## src/rtl/prt_dp_pm_hpd_pkg.sv

```systemverilog
// Shared types and constants for the DisplayPort source-side HPD receiver.
package prt_dp_pm_hpd_pkg;

  typedef enum logic [2:0] {
    sm_rst,
    sm_unplugged,
    sm_plug_dbc,
    sm_plugged,
    sm_low
  } hpd_sm_t;

  localparam logic [1:0] ADR_CTL = 2'd0;
  localparam logic [1:0] ADR_STA = 2'd1;
  localparam logic [1:0] ADR_PW  = 2'd2;
  localparam logic [1:0] ADR_ID  = 2'd3;

  localparam int CTL_RUN    = 0;
  localparam int CTL_IE     = 1;
  localparam int STA_LVL    = 0;
  localparam int STA_UNPLUG = 1;
  localparam int STA_PLUG   = 2;
  localparam int STA_IRQ    = 3;

  localparam logic [31:0] ID_VAL = 32'hdeadcafe;

  // All time constants are in 1 us beats; simulation mode shrinks them.
  function automatic logic [15:0] plug_val(input int sim);
    return (sim != 0) ? 16'd5 : 16'd100;
  endfunction

  function automatic logic [15:0] ipw_min(input int sim);
    return (sim != 0) ? 16'd3 : 16'd250;
  endfunction

  function automatic logic [15:0] hms_val(input int sim);
    return (sim != 0) ? 16'd10 : 16'd2000;
  endfunction

endpackage

```

## src/rtl/prt_dp_lb_if.sv

```systemverilog
// Local bus: master drives adr/din/rd/wr, slave answers with dout/vld.
interface prt_dp_lb_if;
  logic [1:0]  adr;
  logic [31:0] din;
  logic [31:0] dout;
  logic        rd;
  logic        wr;
  logic        vld;

  modport lb_in  (input adr, din, rd, wr, output dout, vld);
  modport lb_out (output adr, din, rd, wr, input dout, vld);
endinterface

```

## src/rtl/prt_dp_lib_edge.sv

```systemverilog
// Registered edge detector: one-cycle pulses on rising and falling edges of A_IN.
module prt_dp_lib_edge (
  input  logic CLK_IN,
  input  logic RST_IN,
  input  logic A_IN,
  output logic RE_OUT,
  output logic FE_OUT
);

  logic a_q;

  always_ff @(posedge CLK_IN or posedge RST_IN) begin
    if (RST_IN) begin
      a_q    <= 1'b0;
      RE_OUT <= 1'b0;
      FE_OUT <= 1'b0;
    end else begin
      a_q    <= A_IN;
      RE_OUT <= A_IN & ~a_q;
      FE_OUT <= ~A_IN & a_q;
    end
  end

endmodule

```

## src/rtl/prt_dp_pm_hpd_tx.sv

```systemverilog
// Source-side HPD receiver: debounces plug, classifies low pulses into IRQ/unplug,
// and reports sticky flags, last pulse width and a level interrupt on the local bus.
module prt_dp_pm_hpd_tx
  import prt_dp_pm_hpd_pkg::*;
#(
  parameter int P_SIM = 0
) (
  input  logic          CLK_IN,
  input  logic          RST_IN,
  prt_dp_lb_if.lb_in    LB_IF,
  input  logic          BEAT_IN,
  input  logic          HPD_IN,
  output logic          IRQ_OUT
);

  localparam logic [15:0] PLUG_VAL = plug_val(P_SIM);
  localparam logic [15:0] IPW_MIN  = ipw_min(P_SIM);
  localparam logic [15:0] HMS_VAL  = hms_val(P_SIM);

  logic [1:0]  lb_adr_q;
  logic [3:0]  lb_din_q;
  logic        lb_rd_q;
  logic        lb_wr_q;
  logic        din_unused;
  logic        ctl_run;
  logic        ctl_ie;
  logic        hpd_meta;
  logic        hpd_sync;
  logic        hpd_re;
  logic        hpd_fe;
  logic        beat_re;
  logic        beat_fe_unused;
  logic [3:1]  sta_clr;
  hpd_sm_t     state;
  logic [15:0] cnt;
  logic        lvl;
  logic        flg_unplug;
  logic        flg_plug;
  logic        flg_irq;
  logic [15:0] pw;
  logic [31:0] rd_data;

  assign din_unused = ^LB_IF.din[31:4];

  always_ff @(posedge CLK_IN or posedge RST_IN) begin
    if (RST_IN) begin
      lb_adr_q <= '0;
      lb_din_q <= '0;
      lb_rd_q  <= 1'b0;
      lb_wr_q  <= 1'b0;
      ctl_run  <= 1'b0;
      ctl_ie   <= 1'b0;
      hpd_meta <= 1'b0;
      hpd_sync <= 1'b0;
    end else begin
      lb_adr_q <= LB_IF.adr;
      lb_din_q <= LB_IF.din[3:0];
      lb_rd_q  <= LB_IF.rd;
      lb_wr_q  <= LB_IF.wr;
      hpd_meta <= HPD_IN;
      hpd_sync <= hpd_meta;
      if (lb_wr_q && lb_adr_q == ADR_CTL) begin
        ctl_run <= lb_din_q[CTL_RUN];
        ctl_ie  <= lb_din_q[CTL_IE];
      end
    end
  end

  prt_dp_lib_edge u_beat_edge (
    .CLK_IN (CLK_IN),
    .RST_IN (RST_IN),
    .A_IN   (BEAT_IN),
    .RE_OUT (beat_re),
    .FE_OUT (beat_fe_unused)
  );

  prt_dp_lib_edge u_hpd_edge (
    .CLK_IN (CLK_IN),
    .RST_IN (RST_IN),
    .A_IN   (hpd_sync),
    .RE_OUT (hpd_re),
    .FE_OUT (hpd_fe)
  );

  assign sta_clr = (lb_wr_q && lb_adr_q == ADR_STA) ? lb_din_q[3:1] : 3'd0;

  // Flag W1C is applied first so that an event assigned later in the same cycle wins.
  always_ff @(posedge CLK_IN or posedge RST_IN) begin
    if (RST_IN) begin
      state      <= sm_rst;
      cnt        <= '0;
      lvl        <= 1'b0;
      flg_unplug <= 1'b0;
      flg_plug   <= 1'b0;
      flg_irq    <= 1'b0;
      pw         <= '0;
    end else if (!ctl_run) begin
      state      <= sm_rst;
      cnt        <= '0;
      lvl        <= 1'b0;
      flg_unplug <= 1'b0;
      flg_plug   <= 1'b0;
      flg_irq    <= 1'b0;
      pw         <= '0;
    end else begin
      flg_unplug <= flg_unplug & ~sta_clr[STA_UNPLUG];
      flg_plug   <= flg_plug & ~sta_clr[STA_PLUG];
      flg_irq    <= flg_irq & ~sta_clr[STA_IRQ];
      if (beat_re && cnt != 16'hffff) cnt <= cnt + 16'd1;
      case (state)
        sm_rst: begin
          lvl   <= 1'b0;
          cnt   <= '0;
          state <= sm_unplugged;
        end
        sm_unplugged: begin
          if (hpd_sync) begin
            cnt   <= '0;
            state <= sm_plug_dbc;
          end
        end
        sm_plug_dbc: begin
          if (!hpd_sync) begin
            cnt   <= '0;
            state <= sm_unplugged;
          end else if (cnt == PLUG_VAL) begin
            flg_plug <= 1'b1;
            lvl      <= 1'b1;
            cnt      <= '0;
            state    <= sm_plugged;
          end
        end
        sm_plugged: begin
          if (hpd_fe) begin
            cnt   <= '0;
            state <= sm_low;
          end
        end
        sm_low: begin
          if (cnt == HMS_VAL) begin
            flg_unplug <= 1'b1;
            lvl        <= 1'b0;
            pw         <= cnt;
            cnt        <= '0;
            state      <= sm_unplugged;
          end else if (hpd_re) begin
            if (cnt >= IPW_MIN) begin
              flg_irq <= 1'b1;
              pw      <= cnt;
            end
            cnt   <= '0;
            state <= sm_plugged;
          end
        end
        default: begin
          cnt   <= '0;
          state <= sm_rst;
        end
      endcase
    end
  end

  always_comb begin
    rd_data = '0;
    case (lb_adr_q)
      ADR_CTL: begin
        rd_data[CTL_RUN] = ctl_run;
        rd_data[CTL_IE]  = ctl_ie;
      end
      ADR_STA: begin
        rd_data[STA_LVL]    = lvl;
        rd_data[STA_UNPLUG] = flg_unplug;
        rd_data[STA_PLUG]   = flg_plug;
        rd_data[STA_IRQ]    = flg_irq;
      end
      ADR_PW:  rd_data[15:0] = pw;
      default: rd_data = ID_VAL;
    endcase
  end

  assign LB_IF.dout = rd_data;
  assign LB_IF.vld  = lb_rd_q;
  assign IRQ_OUT    = ctl_ie & (flg_unplug | flg_plug | flg_irq);

endmodule

```

## src/flat_wrapper.sv

```systemverilog
// flat-port wrapper written by rule: the top's interface ports become plain ports
module prt_dp_pm_hpd_tx_flat import prt_dp_pm_hpd_pkg::*;
#(
  parameter int P_SIM = 0
)
  (CLK_IN, RST_IN, BEAT_IN, HPD_IN, IRQ_OUT, LB_IF_adr, LB_IF_din, LB_IF_rd, LB_IF_wr, LB_IF_dout, LB_IF_vld);
  prt_dp_lb_if LB_IF_i ();
  input  logic CLK_IN;
  input  logic RST_IN;
  input  logic BEAT_IN;
  input  logic HPD_IN;
  output logic IRQ_OUT;
  input wire logic [$bits(LB_IF_i.adr)-1:0] LB_IF_adr;
  input wire logic [$bits(LB_IF_i.din)-1:0] LB_IF_din;
  input wire logic [$bits(LB_IF_i.rd)-1:0] LB_IF_rd;
  input wire logic [$bits(LB_IF_i.wr)-1:0] LB_IF_wr;
  output wire logic [$bits(LB_IF_i.dout)-1:0] LB_IF_dout;
  output wire logic [$bits(LB_IF_i.vld)-1:0] LB_IF_vld;
  assign LB_IF_i.adr = LB_IF_adr;
  assign LB_IF_i.din = LB_IF_din;
  assign LB_IF_i.rd = LB_IF_rd;
  assign LB_IF_i.wr = LB_IF_wr;
  assign LB_IF_dout = LB_IF_i.dout;
  assign LB_IF_vld = LB_IF_i.vld;
  prt_dp_pm_hpd_tx #(.P_SIM(P_SIM)) u_core (.CLK_IN(CLK_IN), .RST_IN(RST_IN), .LB_IF(LB_IF_i), .BEAT_IN(BEAT_IN), .HPD_IN(HPD_IN), .IRQ_OUT(IRQ_OUT));
endmodule
```

## config.mk

```make
export PLATFORM = sky130hd
export DESIGN_NAME = prt_dp_pm_hpd_tx_flat
export DESIGN_NICKNAME = d
export VERILOG_FILES = /design/src/rtl/prt_dp_pm_hpd_pkg.sv /design/src/rtl/prt_dp_lb_if.sv /design/src/rtl/prt_dp_lib_edge.sv /design/src/rtl/prt_dp_pm_hpd_tx.sv /design/src/flat_wrapper.sv
export SDC_FILE = /design/constraint.sdc
export NUM_CORES = 1
export LEC_CHECK = 0
export CAP_MARGIN = 20
export CORE_AREA = 2 2 81 83
export CTS_CLUSTER_SIZE = 24
export DETAILED_ROUTE_END_ITERATION = 10
export DIE_AREA = 0 0 83 85
export GPL_TIMING_DRIVEN = 0
export PLACE_DENSITY = 0.78
export RECOVER_POWER = 100
export SETUP_SLACK_MARGIN = 0.4
export SYNTH_ARGS = -nofsm -noshare
export SYNTH_HDL_FRONTEND = slang
export SYNTH_SLANG_ARGS = --single-unit
```

## constraint.sdc

```tcl
create_clock -name CLK_IN -period 3.06 [get_ports CLK_IN]
set_input_delay 0.612 -clock CLK_IN [delete_from_list [all_inputs] [get_ports CLK_IN]]
set_output_delay 0.612 -clock CLK_IN [all_outputs]
set_load 0.01 [all_outputs]
```

==> flow_metrics.env <==
export IMPL_chipHeight_um=85
export IMPL_fin_cells=438
export IMPL_die_area_mm2=0.00706
export IMPL_synth_distinct_cells=45
export IMPL_timing_hold_worst_class="flip-flop to flip-flop"
export IMPL_fp_dieW_um=83
export IMPL_ctsHoldBuffers=0
export IMPL_path_clk_slew_ps=100
export IMPL_clock_fmax_mhz=371
export IMPL_syn_mean_instance_area_um2=9.54
export IMPL_post_place_cells=429
export IMPL_synth_adder_area_share=0.0128
export IMPL_setup_repair_after_global_routing_missed_its_margin="yes"
export IMPL_critical_path_arrival_ps=2080
export IMPL_timing_max_cap_violations=0
export IMPL_timing_final_max_slew_violations=0
export IMPL_io_pin_count=74
export IMPL_worstPathBufferInverterCount=2
export IMPL_cts_root_buffer="clkbuf_8"
export IMPL_cellLeakagePower_nw=1.50
export IMPL_required_worst_endpoint_ps=2450
export IMPL_hold_start="u_core.hpd_meta$_DFF_PP0_"
export IMPL_cts_resized=5
export IMPL_worstRegToRegCells=7
export IMPL_synth_top_family_by_area="simple AND/OR/NAND/NOR gates"
export IMPL_post_synth_xor_area_fraction=0.0299
export IMPL_average_wire_length_per_cell_after_detail_routing_um=14.3
export IMPL_report_final_hold_viol_count=0
export IMPL_drc=0
export IMPL_tritoncts_num_sinks=56
export IMPL_yosys_top_cells_area="dfrtp_1 (48%), mux2i_1 (6.1%), nand2_1 (6.0%)"
export IMPL_setup_viol=0
export IMPL_post_cts_buffers=0
export IMPL_timing_critical_path_slowest_stage_cell="dlygate4sd3_1"
export IMPL_hold_end="u_core.hpd_sync$_DFF_PP0_"
export IMPL_place_congestion=0.911
export IMPL_floorplan_core_area_mm2=0.00620
export IMPL_routed_via_count=2380
export IMPL_synth_cell_area_mm2=0.00293
export IMPL_grt_pass1_vias=2340
export IMPL_skew_ps=8.28
export IMPL_h_tree_depth=2
export IMPL_pwr_density_cell_mw_per_mm2=428
export IMPL_fraction_of_synthesized_area_in_multiplexers=0.0692
export IMPL_endpoint_class_of_the_critical_path="primary output"
export IMPL_postRouteAntennaNets=0
export IMPL_area_growth_pct=21.1
export IMPL_grt_max_degree=30
export IMPL_critical_path_reg2reg_endpoint="u_core.cnt[8]$_DFF_PP0_"
export IMPL_crit_path_cell_trace="clkbuf_1 -> nor2b_1 -> and2_1 -> dlygate4sd3_1"
export IMPL_reg2reg_setup_slack_ps=510
export IMPL_worst_setup_path_start_kind="flip-flop"
export IMPL_synth_async_reset_ratio=1.00
export IMPL_ys_dominant_reg_cell="dfrtp_1"
export IMPL_yosys_area_top_type="dfrtp_1"
export IMPL_initial_utilization=0.472
export IMPL_drt_total_wl_um=6260
export IMPL_drive_gt1_frac=0.108
export IMPL_number_of_buffers_added_by_the_clock_tree_synthesis_step=5
export IMPL_synth_edff_count=0
export IMPL_synth_simple_gate_area_share=0.247
export IMPL_critical_path_peak_fanout=10
export IMPL_clk_latency_ps=320
export IMPL_nFillCells=546
export IMPL_min_delay_path_depth=0
export IMPL_number_of_nets_in_the_final_layout=403
export IMPL_post_dp_hpwl_um=4640
export IMPL_grt_ovfl_total=0
export IMPL_place_area_mm2=0.00346
export IMPL_num_antenna_cells=0
export IMPL_synth_largest_type_area_fraction=0.478
export IMPL_timing_final_crit_share=0.881
export IMPL_row_count=29
export IMPL_synthMostInstantiatedCell="dfrtp_1"
export IMPL_finish_instance_area_mm2=0.00355
export IMPL_post_synth_inst_count=307
export IMPL_routed_vias_inst=5.43
export IMPL_port_buffers=40
export IMPL_clockBufferDepth=2
export IMPL_grt_first_pass_wirelength_um=11000
export IMPL_drt_pass1_iter_count=4
export IMPL_ws_path_type="flip-flop to primary output"
export IMPL_synth_sequential_area_ratio=0.478
export IMPL_synthesized_area_fraction_occupied_by_ao_oa_aoi_and_oai_cells=0.0858
export IMPL_dr_first_iter_drc_count=120
export IMPL_crit_family="buffers and inverters"
export IMPL_fin_worst_hold_slack_ps=356
export IMPL_number_of_antenna_violations_at_the_first_check_in_global_routing=0
export IMPL_total_power_mw=1.52
export IMPL_crit_path_max_cell_delay_ps=600
export IMPL_track_usage=0.191
export IMPL_setup_tns_ps=0
export IMPL_r2r_start="u_core.cnt[11]$_DFF_PP0_"
export IMPL_ys_warn_count=0
export IMPL_outcome="finished, final reports clean"
export IMPL_power_ir_vdd_worst_mv=0.202
export IMPL_total_of_flip_flops_plus_latches_after_synthesis=56
export IMPL_fin_crit_ps=2700
export IMPL_worst_slew_pin_transition_ps=1070
export IMPL_timing_slew_headroom=0.288
export IMPL_ys_top_cells_by_count="dfrtp_1 (56), nand2_1 (47), nor2_1 (27)"
export IMPL_cts_tree="done"
-- sequential cells by signal, indices dropped and copies added, names as in the netlist, 2 cells and up --
signal           cells
u_core.cnt          16
u_core.pw           16
u_core.lb_din_q      4
u_core.state         3
u_core.lb_adr_q      2
-- layout by cell type (no fill, tap or decap), drive strengths merged, types with 9 or more instances in the layout --
master	n
nand2	47
nor2b	10
nand3	9
dlygate4sd3	38
dfrtp	56
nor3	10
clkbuf	20
nor2	27
mux2i	18
xnor2	10
a21oi	10
buf	21
-- cells by family (layout without fill, tap and decap cells) --
family                   after synthesis  count (layout)
other                                  1               5
AND/OR/NAND/NOR                      141             141
flip-flops                            56              56
buffers and inverters                 39              89
adder cells (fa/ha/maj)                3               3
AO/OA/AOI/OAI                         37              37
multiplexers                          20              20
XOR/XNOR                              10              10
-- metal layers --
layer  GRT usage  wire length (µm)
met5           0                 0
met4      0.0522                59
met3      0.0399               338
met2       0.334              3160
met1       0.241              2710
-- area by class of cell --
class | instances | area (µm²) | area share
buffer | 32 | 199 | 0.0561
clock buffer | 7 | 86.3 | 0.0243
clock inverter | 1 | 7.51 | 0.00212
inverter | 7 | 26.3 | 0.00740
multi-input combinational | 216 | 1320 | 0.372
sequential | 56 | 1400 | 0.395
tap | 77 | 96.3 | 0.0272
timing repair buffer | 42 | 410 | 0.116
-- power breakdown --
| part | switching [mW] | total, mW | internal (mW) |
|---|---|---|---|
| Combinational | 0.171 | 0.299 | 0.128 |
| Clock | 0.240 | 0.424 | 0.185 |
| Sequential | 0.0270 | 0.795 | 0.769 |
-- worst max-delay path by stage --
stage                                      start                        end  slack [ps]  cells past startpoint
floorplan               u_core.cnt[13]$_DFF_PP0_   u_core.cnt[12]$_DFF_PP0_         840                      6
global placement                          RST_IN   u_core.pw[6]$_DFFE_PP0P_          80                      2
detailed placement       u_core.cnt[5]$_DFF_PP0_  u_core.pw[10]$_DFFE_PP0P_         540                      8
CTS                   u_core.ctl_run$_DFFE_PP0P_              LB_IF_dout[0]         420                      5
global route        u_core.lb_adr_q[1]$_DFF_PP0_              LB_IF_dout[0]         230                      5
finish              u_core.lb_adr_q[1]$_DFF_PP0_             LB_IF_dout[12]         360                      4
-- stage by stage --
| stage | utilization | setup slack (ps) |
|---|---|---|
| 2_1_floorplan | - | 844 |
| 3_3_place_gp | 0.555 | 80.2 |
| 3_5_place_dp | 0.558 | 536 |
| 4_1_cts | 0.574 | 416 |
| 5_1_grt | 0.572 | 232 |
| 6_report | 0.572 | 363 |
Note: power is estimated with default switching activity, not from simulation.
